<file path="config.mk">
export PLATFORM = sky130hd
export DESIGN_NAME = pc_unit
export DESIGN_NICKNAME = d
export VERILOG_FILES = /design/src/rtl/pc_unit.sv
export SDC_FILE = /design/constraint.sdc
export NUM_CORES = 1
export LEC_CHECK = 0
export ABC_AREA = 1
export CAP_MARGIN = 25
export CORE_AREA = 2 2 73 145
export DETAILED_ROUTE_END_ITERATION = 10
export DIE_AREA = 0 0 75 147
export GPL_ROUTABILITY_DRIVEN = 0
export PLACE_DENSITY = 0.91
export SYNTH_ARGS = -nofsm -noshare
export SYNTH_HDL_FRONTEND = slang
export SYNTH_SLANG_ARGS = --single-unit
</file>
<file path="constraint.sdc">
create_clock -name clock -period 3 [get_ports clock]
set_clock_uncertainty 0.2 [all_clocks]
set_input_delay 0.6 -clock clock [delete_from_list [all_inputs] [get_ports clock]]
set_output_delay 0.6 -clock clock [all_outputs]
set_load 0.05 [all_outputs]
</file>
<file path="src/rtl/pc_unit.sv">
// pc_unit: program-counter register with multi-source next-PC select,
// a circular return-address stack and a one-level trap (RUN/TRAP) state.
// All state updates happen on the falling edge of clock; reset is
// asynchronous and active-high.
module pc_unit #(
   parameter int               WIDTH     = 16,
   parameter logic [WIDTH-1:0] RESET_VEC = 16'h0001,
   parameter logic [WIDTH-1:0] TRAP_VEC  = 16'h0280,
   parameter int               RAS_DEPTH = 4
) (
   input  logic                         clock,
   input  logic                         reset,
   input  logic                         pcwr,
   input  logic [2:0]                   pc_src,
   input  logic [WIDTH-1:0]             aluout,
   input  logic [WIDTH-1:0]             alu,
   input  logic [WIDTH-1:0]             memout,
   input  logic                         push,
   input  logic                         trap,
   output logic [WIDTH-1:0]             pc,
   output logic [WIDTH-1:0]             epc,
   output logic                         in_trap,
   output logic [$clog2(RAS_DEPTH):0]   ras_count,
   output logic                         ras_full,
   output logic                         ras_empty,
   output logic                         ras_ovf,
   output logic                         ras_unf
);

   localparam int PW = $clog2(RAS_DEPTH);
   localparam int CW = PW + 1;

   typedef enum logic {
      RUN  = 1'b0,
      TRAP = 1'b1
   } state_t;

   state_t           state;
   logic [PW-1:0]    sp;           // next free slot; top of stack is sp-1
   logic [WIDTH-1:0] ras_mem [RAS_DEPTH];

   logic [PW-1:0]    top_idx;
   logic             pop_req;
   logic             do_trap;
   logic             do_unf;
   logic             do_write;
   logic             do_push;
   logic             do_pop;
   logic             mem_we;
   logic [PW-1:0]    mem_waddr;
   logic [WIDTH-1:0] next_pc;

   // Status flags are decoded from registers only.
   assign in_trap   = (state == TRAP);
   assign ras_full  = (ras_count == CW'(RAS_DEPTH));
   assign ras_empty = (ras_count == '0);

   // Decode this edge's action in priority order: trap, underflow, write.
   always_comb begin
      top_idx   = sp - PW'(1);
      pop_req   = pcwr && (pc_src == 3'b100);
      do_trap   = trap && (state == RUN);
      do_unf    = !do_trap && pop_req && ras_empty;
      do_write  = !do_trap && !do_unf && pcwr;
      do_push   = do_write && push;
      do_pop    = do_write && pop_req;
      mem_we    = do_push;
      // A push paired with a pop replaces the entry just popped.
      mem_waddr = do_pop ? top_idx : sp;
   end

   // Next-PC source select; unused codes vector to the trap handler.
   always_comb begin
      next_pc = TRAP_VEC;
      case (pc_src)
         3'b000:  next_pc = aluout;
         3'b001:  next_pc = alu;
         3'b011:  next_pc = memout;
         3'b100:  next_pc = ras_mem[top_idx];
         3'b101:  next_pc = epc;
         default: next_pc = TRAP_VEC;
      endcase
   end

   // RAS storage: contents are don't-care after reset, so no reset here.
   always_ff @(negedge clock) begin
      if (!reset && mem_we) ras_mem[mem_waddr] <= pc;
   end

   // PC, EPC, RUN/TRAP state, stack pointer, count and sticky flags.
   always_ff @(negedge clock or posedge reset) begin
      if (reset) begin
         pc        <= RESET_VEC;
         epc       <= '0;
         state     <= RUN;
         sp        <= '0;
         ras_count <= '0;
         ras_ovf   <= 1'b0;
         ras_unf   <= 1'b0;
      end else if (do_trap) begin
         pc    <= TRAP_VEC;
         epc   <= pc;
         state <= TRAP;
      end else if (do_unf) begin
         ras_unf <= 1'b1;
         pc      <= TRAP_VEC;
         // Inside the handler the original exception PC is kept.
         if (state == RUN) begin
            epc   <= pc;
            state <= TRAP;
         end
      end else if (do_write) begin
         pc <= next_pc;
         if (pc_src == 3'b101) state <= RUN;
         case ({do_push, do_pop})
            2'b10: begin
               sp <= sp + PW'(1);
               // When full, sp already points at the oldest entry.
               if (ras_full) ras_ovf <= 1'b1;
               else          ras_count <= ras_count + CW'(1);
            end
            2'b01: begin
               sp        <= top_idx;
               ras_count <= ras_count - CW'(1);
            end
            default: ;  // none, or push+pop swap with unchanged depth
         endcase
      end
   end

endmodule

</file>
==> metrics.md, run 1 <==
| Metric | Value |
|---|---|
| Run status | did not finish |
| Stopped at | global routing (5_1_grt) |
| Log Error | [ERROR GRT-0232] Routing congestion too high. Check the congestion heatmap in the GUI. |
| Htree depth | 3 |
| Post-synth EDFFs | 64 |
| Yosys top cell area share | 0.3703 |
| Ys async rst share | 0.3846 |
| Worst EP Category | register data pin |
| HPWL Detailed | 12,000 um |
| Avg Cell Area, Syn | 8.480 sq um |
| Total gr overflow | 97 |
| Top_reg_cell synth | edfxtp_1 |
| Largest net degree at the start of global routing | 41 |
| CTS Sinks | between 100 and 150 |
| Worst-case clock buffer depth | 2 |
| Yosys reg bits | ~100 |
| Area leader, netlist | edfxtp_1 |
| Post-place instance area | 7216 sq um |
| YS warnings | 0 |
| Die width | 75 um |
| Worst endpoint, post-GRT repair | ras_count[2]$_DFFE_NP0P_/D |
| IO Pins | 96 |
| GRT Overall Usage | 0.7635 |
| Net Count, Synth | 672 |
| Root Driver | clkbuf_16 |
| Leading post-synthesis cells by cell area | edfxtp_1 (37%), nand2_1 (20%), dfrtn_1 (19%) |
| Effective utilization at floorplan | 0.5214 |
| PortBufs | 95 |
| Die height | 147 um |
| CTS Buf Count | 9 |
| Synth unique cells | 31 |
| Hold Buf Count CTS | 0 |
| # rows | 52 |
| Cell count after synthesis | around 610 |
| Synthesized area | a little over 5000 sq um |
| Seq/Total Area, Yosys | 0.5634 |
[synth_stat cells, types with 4 or more instances]
cell      count
nor2_1       35
nand3_1      76
a21oi_2       6
inv_2         4
buf_2        17
dfrtn_1      39
nor2_2        5
edfxtp_1     64
nand2_2       5
ha_1          4
o21ai_0      13
clkbuf_1      4
nand4_1      13
nand2_1     274
inv_1        30
[per-layer routing]
metal  overflow  GRT usage
met2         59     0.9351
met3          0     0.5288
met4         37     0.8455
met5          0    0.03030
met1          1     0.7656
[cell families after synthesis]
family / count (synthesis) / synth area share
compound gates: 25 / 0.03158
xor+xnor: 4 / 0.006751
fa+ha+maj: 4 / 0.009644
buf+inv: 62 / 0.05472
flops: 104 / 0.5634
simple gates: 413 / 0.3339
[through the flow]
| stage | worst slack, ns | hold WS, ns | instances | util |
|---|---|---|---|---|
| 2_1_floorplan | -1.063 | 0.2620 | 612 | - |
| 3_3_place_gp | -1.354 | 0.2965 | 882 | 0.7249 |
| 3_5_place_dp | -1.438 | 0.2877 | 882 | 0.7249 |
| 4_1_cts | -0.5475 | 0.3046 | 1020 | 0.8894 |
[repair_timing]
| action | 4_1_cts |
|---|---|
| cloned | 6 |
| buffers inserted | 54 |
| resized for setup | 178 |
| pin swaps | 78 |
| setup endpoints to repair | 144 |
==> inputs of run 2 (changes only) <==
--- a/config.mk
+++ b/config.mk
@@ -7,11 +7,11 @@
 export LEC_CHECK = 0
 export ABC_AREA = 1
 export CAP_MARGIN = 25
-export CORE_AREA = 2 2 73 145
+export CORE_AREA = 2 2 117 119
 export DETAILED_ROUTE_END_ITERATION = 10
-export DIE_AREA = 0 0 75 147
+export DIE_AREA = 0 0 119 121
 export GPL_ROUTABILITY_DRIVEN = 0
-export PLACE_DENSITY = 0.91
+export PLACE_DENSITY_LB_ADDON = 0.15
 export SYNTH_ARGS = -nofsm -noshare
 export SYNTH_HDL_FRONTEND = slang
 export SYNTH_SLANG_ARGS = --single-unit
==> run 2 against run 1 <==
Against the previous run:
- the flow now finishes, with violations (setup timing)
- synthesized area unchanged
- synthesized cell count is the same
==> metrics.md, run 2 <==
| Metric | Value |
|---|---|
| Psw | around 3.2 mW |
| Total Nets Final | approximately 900 |
| First-pass GRT wire length | 26,680 um |
| CP cell instances | inv_2 > nor3_4 > buf_12 |
| Fin. Hold Viols | 0 |
| Regs by FF count | ras_mem (64), epc (16), pc (16) |
| Post-synth top cells | nand2_1 (274), nand3_1 (76), edfxtp_1 (64) |
| CTS clock-pin slew for the worst setup and hold paths | about 0.060 ns |
| Share of cells above drive strength 1 | 0.2855 |
| Max reg flops | 64 |
| Final max-slew violation count | 0 |
| Leading post-synthesis cells by cell area | edfxtp_1 (37%), nand2_1 (20%), dfrtn_1 (19%) |
| Seq/Total Area, Yosys | 0.5634 (unchanged) |
| Most numerous cell in the Yosys netlist | nand2_1 |
| Seq pwr share | 0.285 |
| Synth unique cells | 31 (unchanged) |
| Crit end category | primary output |
| IO Pins | 96 (unchanged) |
| Post-place instance area | 7239 sq um (+0.33%) |
| CTS Sinks | 104 (unchanged) |
| Cell Int Power | 4.090 mW |
| Top_reg_cell synth | edfxtp_1 |
| Slowest CP cell | dfrtn_1 |
| Hold_ws | 0.2935 ns |
| CP Max Fanout | 2 |
| Critical Path Max Stage Delay | 0.44 ns |
| Htree depth | 3 (unchanged) |
| Slew HR | 0.6295 |
| Final setup TNS | -46.63 ns |
| Effective utilization at floorplan | 0.3966 (-0.1247) |
| Post-DRT Antenna Nets | 0 |
| Reg2Reg Depth | 9 |
| Worst EP required | 2.20 ns |
| Synthesized area | 5190 sq um (unchanged) |
| Max IR drop VDD | about 520 uV |
| HPWL Detailed | 11,180 um (-6.8%) |
| Starting DRT DRC Count | 344 |
| Avg Cell Area, Syn | 8.480 sq um (unchanged) |
| Top reg by flops | ras_mem |
| WL/cell | 16.40 um |
| Clock Latency Late Sink | between 0.4 and 0.5 ns |
| Gate power share | 0.496 |
| Hold Crit Depth | 1 |
| Root Driver | clkbuf_16 |
| Largest net degree at the start of global routing | 41 |
| Total gr overflow | 0 |
| CTS tree | done |
| Area delta synth->final | 65.26% |
| Design Power | 7.259 mW |
| Diode count | 0 |
| Clk network pwr share | 0.219 |
| DRC viols | 0 |
| Worst setup SP type | flop |
| Net Count, Synth | 672 (unchanged) |
| Final wirelength | 16,950 um |
| Die width | 119 um (+59%) |
| DR vias | 5,171 |
| Violated checks | setup timing |
| Max-Cap Viols | 0 |
| Final setup viols | around 140 |
| Final instance area | 8577 sq um |
| GRT Overall Usage | 0.2383 |
| Die area | 14,400 sq um |
| Area leader, netlist | edfxtp_1 |
| Core Area | 13,090 sq um |
| Switching share of power | 0.4366 |
| # rows | 42 (-19%) |
| Slew @ Worst Pin | 0.5558 ns |
| Worst path arrival time | 2.75 ns |
| PortBufs | 95 (unchanged) |
| Pwr/cell area | 846.3 nW/um^2 |
| Yosys top cell area share | 0.3703 (unchanged) |
| Worst-case clock buffer depth | 2 (unchanged) |
| Post-DR vias/cell | around 5.0 |
| Yosys reg bits | 104 (unchanged) |
| Vias in the first global route | 5,171 |
| Cell count after synthesis | 612 (unchanged) |
| HP Class | flop to flop |
| Final worst slack | -0.5531 ns |
| YS warnings | 0 (unchanged) |
| Die height | 121 um (-18%) |
| Ys async rst share | 0.3846 (unchanged) |
| Post-synth EDFFs | 64 (unchanged) |
| CP Class | flop to primary output |
| Run status | complete, but fails checks |
| CTS Buf Count | 9 (unchanged) |
| Most frequent cells in the layout | nand2_1 (261), inv_1 (85), nand3_1 (65), edfxtp_1 (64), buf_4 (59) |
| RSZ-0062 raised after global routing | true |
| Leakage | around 4.2 nW |
| Pre-antenna DRT Iters | 6 |
| Commonest non-fill, non-tap cell in the layout | nand2_1 |
| Hold Buf Count CTS | 0 (unchanged) |
| Antenna violations before repair | 0 |
-- run 2: what timing repair did --
| item | in CTS | in global routing |
|---|---|---|
| gates resized for setup | 104 | 56 |
| buffers inserted | 24 | 10 |
| endpoints found under the setup margin | 144 | 143 |
| pin swaps | 40 | 45 |
| gates cloned | 9 | 0 |
-- run 2: power by group through the flow --
stage	registers, mW	logic (mW)	clock network, mW
floorplan	2.60	1.18	0.131
global placement	2.08	3.21	0.131
detailed placement	2.08	3.24	0.131
CTS	2.06	3.52	1.62
global route	2.09	3.83	1.74
finish	2.07	3.60	1.59
-- run 2: kinds of logic after synthesis --
kind of cell | synth area share
AND/OR/NAND/NOR | 0.3339
flip-flops | 0.5634
buffers and inverters | 0.05472
AO/OA/AOI/OAI | 0.03158
XOR/XNOR | 0.006751
adder cells (fa/ha/maj) | 0.009644
-- run 2: final timing paths --
| path | slack [ns] | from | endpoint |
|---|---|---|---|
| min in group asynchronous | 1.79 | reset | epc[13] |
| setup reg to reg | 0.40 | sp[1] | ras_mem[3][0] |
| hold / removal | 0.29 | ras_ovf | ras_ovf |
| setup / recovery | -0.55 | ras_count[2] | ras_full |
| hold reg to reg | 0.29 | ras_ovf | ras_ovf |
| max in group asynchronous | 0.35 | reset | pc[0] |
-- run 2: through the flow --
stage | worst slack (ns) | utilization | instances
2_1_floorplan | -1.063 | - | 612
4_1_cts | -0.5433 | 0.6477 | 1033
6_report | -0.5531 | 0.6555 | 1034
3_3_place_gp | -1.386 | 0.5533 | 921
3_5_place_dp | -1.411 | 0.5533 | 921
5_1_grt | -0.6228 | 0.6555 | 1034
-- run 2: worst max-delay path, delay by kind of cell (launching register included) --
family / cells / cell delay (ns)
buffers and inverters: 2 / 0.23
DFF: 1 / 0.44
and+or+nand+nor: 1 / 0.23
-- run 2: routing by layer --
layer	part of all wire	wire, um	track usage
met2	0.48	8157	0.3962
met3	0.065	1105	0.03665
met4	0.014	233	0.05952
met1	0.44	7456	0.3283
met5	0	0	0
-- run 2: final cells by class --
| class | count | area [sq um] |
|---|---|---|
| clock buffer | 9 | 225.2 |
| clock inverter | 72 | 346.6 |
| fill | 1014 | 4508 |
| inverter | 33 | 140.1 |
| multi-input combinational | 446 | 2290 |
| sequential | 104 | 2924 |
| tap | 176 | 220.2 |
| timing repair buffer | 194 | 2431 |
Power figures use the tool's default switching activity.
==> inputs of run 3 (changes only) <==
--- a/config.mk
+++ b/config.mk
@@ -7,11 +7,13 @@
 export LEC_CHECK = 0
 export ABC_AREA = 1
 export CAP_MARGIN = 25
-export CORE_AREA = 2 2 117 119
+export CORE_AREA = 2 2 102 104
+export CTS_CLUSTER_DIAMETER = 200
 export DETAILED_ROUTE_END_ITERATION = 10
-export DIE_AREA = 0 0 119 121
+export DIE_AREA = 0 0 104 106
 export GPL_ROUTABILITY_DRIVEN = 0
 export PLACE_DENSITY_LB_ADDON = 0.15
+export SLEW_MARGIN = 10
 export SYNTH_ARGS = -nofsm -noshare
 export SYNTH_HDL_FRONTEND = slang
 export SYNTH_SLANG_ARGS = --single-unit
==> run 3 against run 2 <==
Against the previous run:
- the run still ends with setup timing left
- final area down 0.45%
- die area down 23%
- sequential cell count unchanged
- global-route usage up 11 points
- clock-buffer cell count unchanged
- critical endpoint is now ras_count[2]
- largest cell class unchanged
- largest power group unchanged
==> metrics.md, run 3 (synthesized netlist as in run 2, its figures left out) <==
| Metric | Value |
|---|---|
| Gate power share | 0.539 (+0.043) |
| Die area | 11,020 sq um (-23%) |
| Largest net degree at the start of global routing | 41 (unchanged) |
| RSZ-0062 raised after global routing | true |
| Starting DRT DRC Count | 832 (+140%) |
| Pwr/cell area | 861.1 nW/um^2 (+1.7%) |
| Seq pwr share | 0.282 (-0.003) |
| GRT Overall Usage | 0.3443 (+0.1060) |
| HPWL Detailed | 11,210 um (+0.29%) |
| DRC viols | 0 (unchanged) |
| Htree depth | 3 (unchanged) |
| IO Pins | 96 (unchanged) |
| PortBufs | 95 (unchanged) |
| Dpl cells | 885 (-3.9%) |
| Slew @ Worst Pin | 0.6091 ns (+0.05329 ns) |
| CP Max Fanout | 3 (+1) |
| Commonest non-fill, non-tap cell in the layout | nand2_1 |
| Post-DR vias/cell | 5.706 (+14%) |
| Total gr overflow | 0 (unchanged) |
| CTS Sinks | 104 (unchanged) |
| Run status | complete, but fails checks |
| Die width | 104 um (-13%) |
| Total Nets Final | 931 (+2.0%) |
| Regs by FF count | ras_mem (64), epc (16), pc (16) |
| Clock Latency Late Sink | 0.47 ns (+0.05 ns) |
| Slew HR | 0.5935 (-0.03597) |
| First-pass GRT wire length | 29,170 um (+9.3%) |
| Design Power | 7.352 mW (+1.3%) |
| Clk network pwr share | 0.179 (-0.040) |
| Switching share of power | 0.4657 (+0.02911) |
| Cell Int Power | 3.928 mW (-3.9%) |
| Worst path arrival time | 2.14 ns (-0.61 ns) |
| CTS Buf Count | 9 (unchanged) |
| # rows | 37 (-12%) |
| Max-Cap Viols | 0 (unchanged) |
| DR vias | 5,774 (+12%) |
| Share of cells above drive strength 1 | 0.3094 (+0.02381) |
| Diode count | 0 (unchanged) |
| Max reg flops | 64 (unchanged) |
| Core Area | 10000 sq um (-24%) |
| CTS tree | done |
| Final worst slack | -0.6062 ns (-0.05307 ns) |
| Worst EP required | 1.53 ns (-0.67 ns) |
| Max IR drop VDD | 845.4 uV (+61%) |
| CTS clock-pin slew for the worst setup and hold paths | 0.08 ns (+0.02 ns) |
| Crit end category | flop |
| Antenna violations before repair | 0 (unchanged) |
| Area delta synth->final | 64.51% |
| Final wirelength | 20,110 um (+19%) |
| Worst setup SP type | input port |
| Fin. Hold Viols | 0 (unchanged) |
| Final max-slew violation count | 0 (unchanged) |
| Pre-antenna DRT Iters | 8 (+2) |
| WL/cell | 19.87 um (+21%) |
| Top reg by flops | ras_mem |
| Root Driver | clkbuf_8 |
| Die height | 106 um (-12%) |
| Hold_ws | 0.2835 ns (-0.01004 ns) |
| Most frequent cells in the layout | nand2_1 (249), inv_1 (84), buf_4 (79), nand3_1 (69), edfxtp_1 (64) |
| Final setup viols | 144 (+2.1%) |
| Violated checks | setup timing |
| Non-Filler Instances | 1,012 (-2.1%) |
| Psw | 3.424 mW (+8.0%) |
| Worst-case clock buffer depth | 2 (unchanged) |
| Vias in the first global route | 5,653 (+9.3%) |
| Post-DRT Antenna Nets | 0 (unchanged) |
| Leakage | 4.191 nW (+0.40%) |
| HP Class | flop to flop |
| Effective utilization at floorplan | 0.5190 (+0.1224) |
| CP Class | input port to flop |
[run 3: cell types whose count changed in the layout (fill, tap and decap cells not counted), moves of 4 or more]
cell       before  now
nand2_2        15   26
clkbuf_8        0    9
o21ai_1         9    5
nor2_2         11    6
nand3_1        65   69
nand2_1       261  249
buf_4          59   79
clkbuf_16      10    1
nor2_1         17   21
[run 3: worst paths after layout]
| check | from | to | slack [ns] | depth (start not counted) |
|---|---|---|---|---|
| worst max-delay path | pc_src[1] | ras_count[2] | -0.61 | 13 |
| worst min-delay path | ras_unf | ras_unf | 0.28 | 1 |
| worst max register to register | in_trap | ras_count[2] | 0.39 | 12 |
| worst min register to register | ras_unf | ras_unf | 0.28 | 1 |
| max in group asynchronous | reset | pc[0] | 0.35 | 3 |
| min in group asynchronous | reset | sp[1] | 1.80 | 3 |
[run 3: cell type report]
| cell class | count | area, sq um |
|---|---|---|
| multi-input combinational | 448 | 2342 |
| sequential | 104 | 2924 |
| fill | 483 | 1461 |
| clock buffer | 9 | 123.9 |
| inverter | 33 | 135.1 |
| timing repair buffer | 210 | 2510 |
| clock inverter | 72 | 332.8 |
| tap | 136 | 170.2 |
[run 3: power groups by stage]
stage	logic (mW)	clock network, mW	registers (mW)
4_1_cts	3.70	1.29	2.05
2_1_floorplan	1.18	0.131	2.60
5_1_grt	4.15	1.42	2.08
3_5_place_dp	3.29	0.131	2.06
6_report	3.96	1.32	2.07
3_3_place_gp	3.23	0.131	2.06
[run 3: per-layer routing]
layer,part of all wire,GRT usage
met5,0,0
met4,0.043,0.1486
met3,0.11,0.08890
met2,0.49,0.5639
met1,0.35,0.4355
[run 3: worst max-delay path, stage by stage]
cell and delay, ns:
buf_12 0.11, nor2_8 0.12, nand3_4 0.13, o21ai_4 0.23, nor2_4 0.06, nand2_4 0.09
ha_4 0.15, xor2_2 0.12, ha_2 0.19, a21oi_2 0.04, xor2_1 0.13, nand3_1 0.08
nand2_1 0.07
[run 3: repair_timing]
action / in CTS / in global routing
gates resized for setup: 140 / 26
setup endpoints to repair: 144 / 143
buffers inserted: 33 / 12
pin swaps: 29 / 26
gates cloned: 8 / 2
hold buffers: 0 / 0
hold endpoints to repair: 0 / 0
[run 3: stage by stage]
step                setup TNS [ns]  setup WS (ns)  cell area, sq um    util
floorplan                   -81.18         -1.063              5323       -
global placement           -132.18         -1.373              7194  0.7195
detailed placement         -136.64         -1.426              7194  0.7195
CTS                         -40.47        -0.5334              8359  0.8360
global route                -58.64        -0.6673              8538  0.8539
finish                      -55.42        -0.6062              8538  0.8539
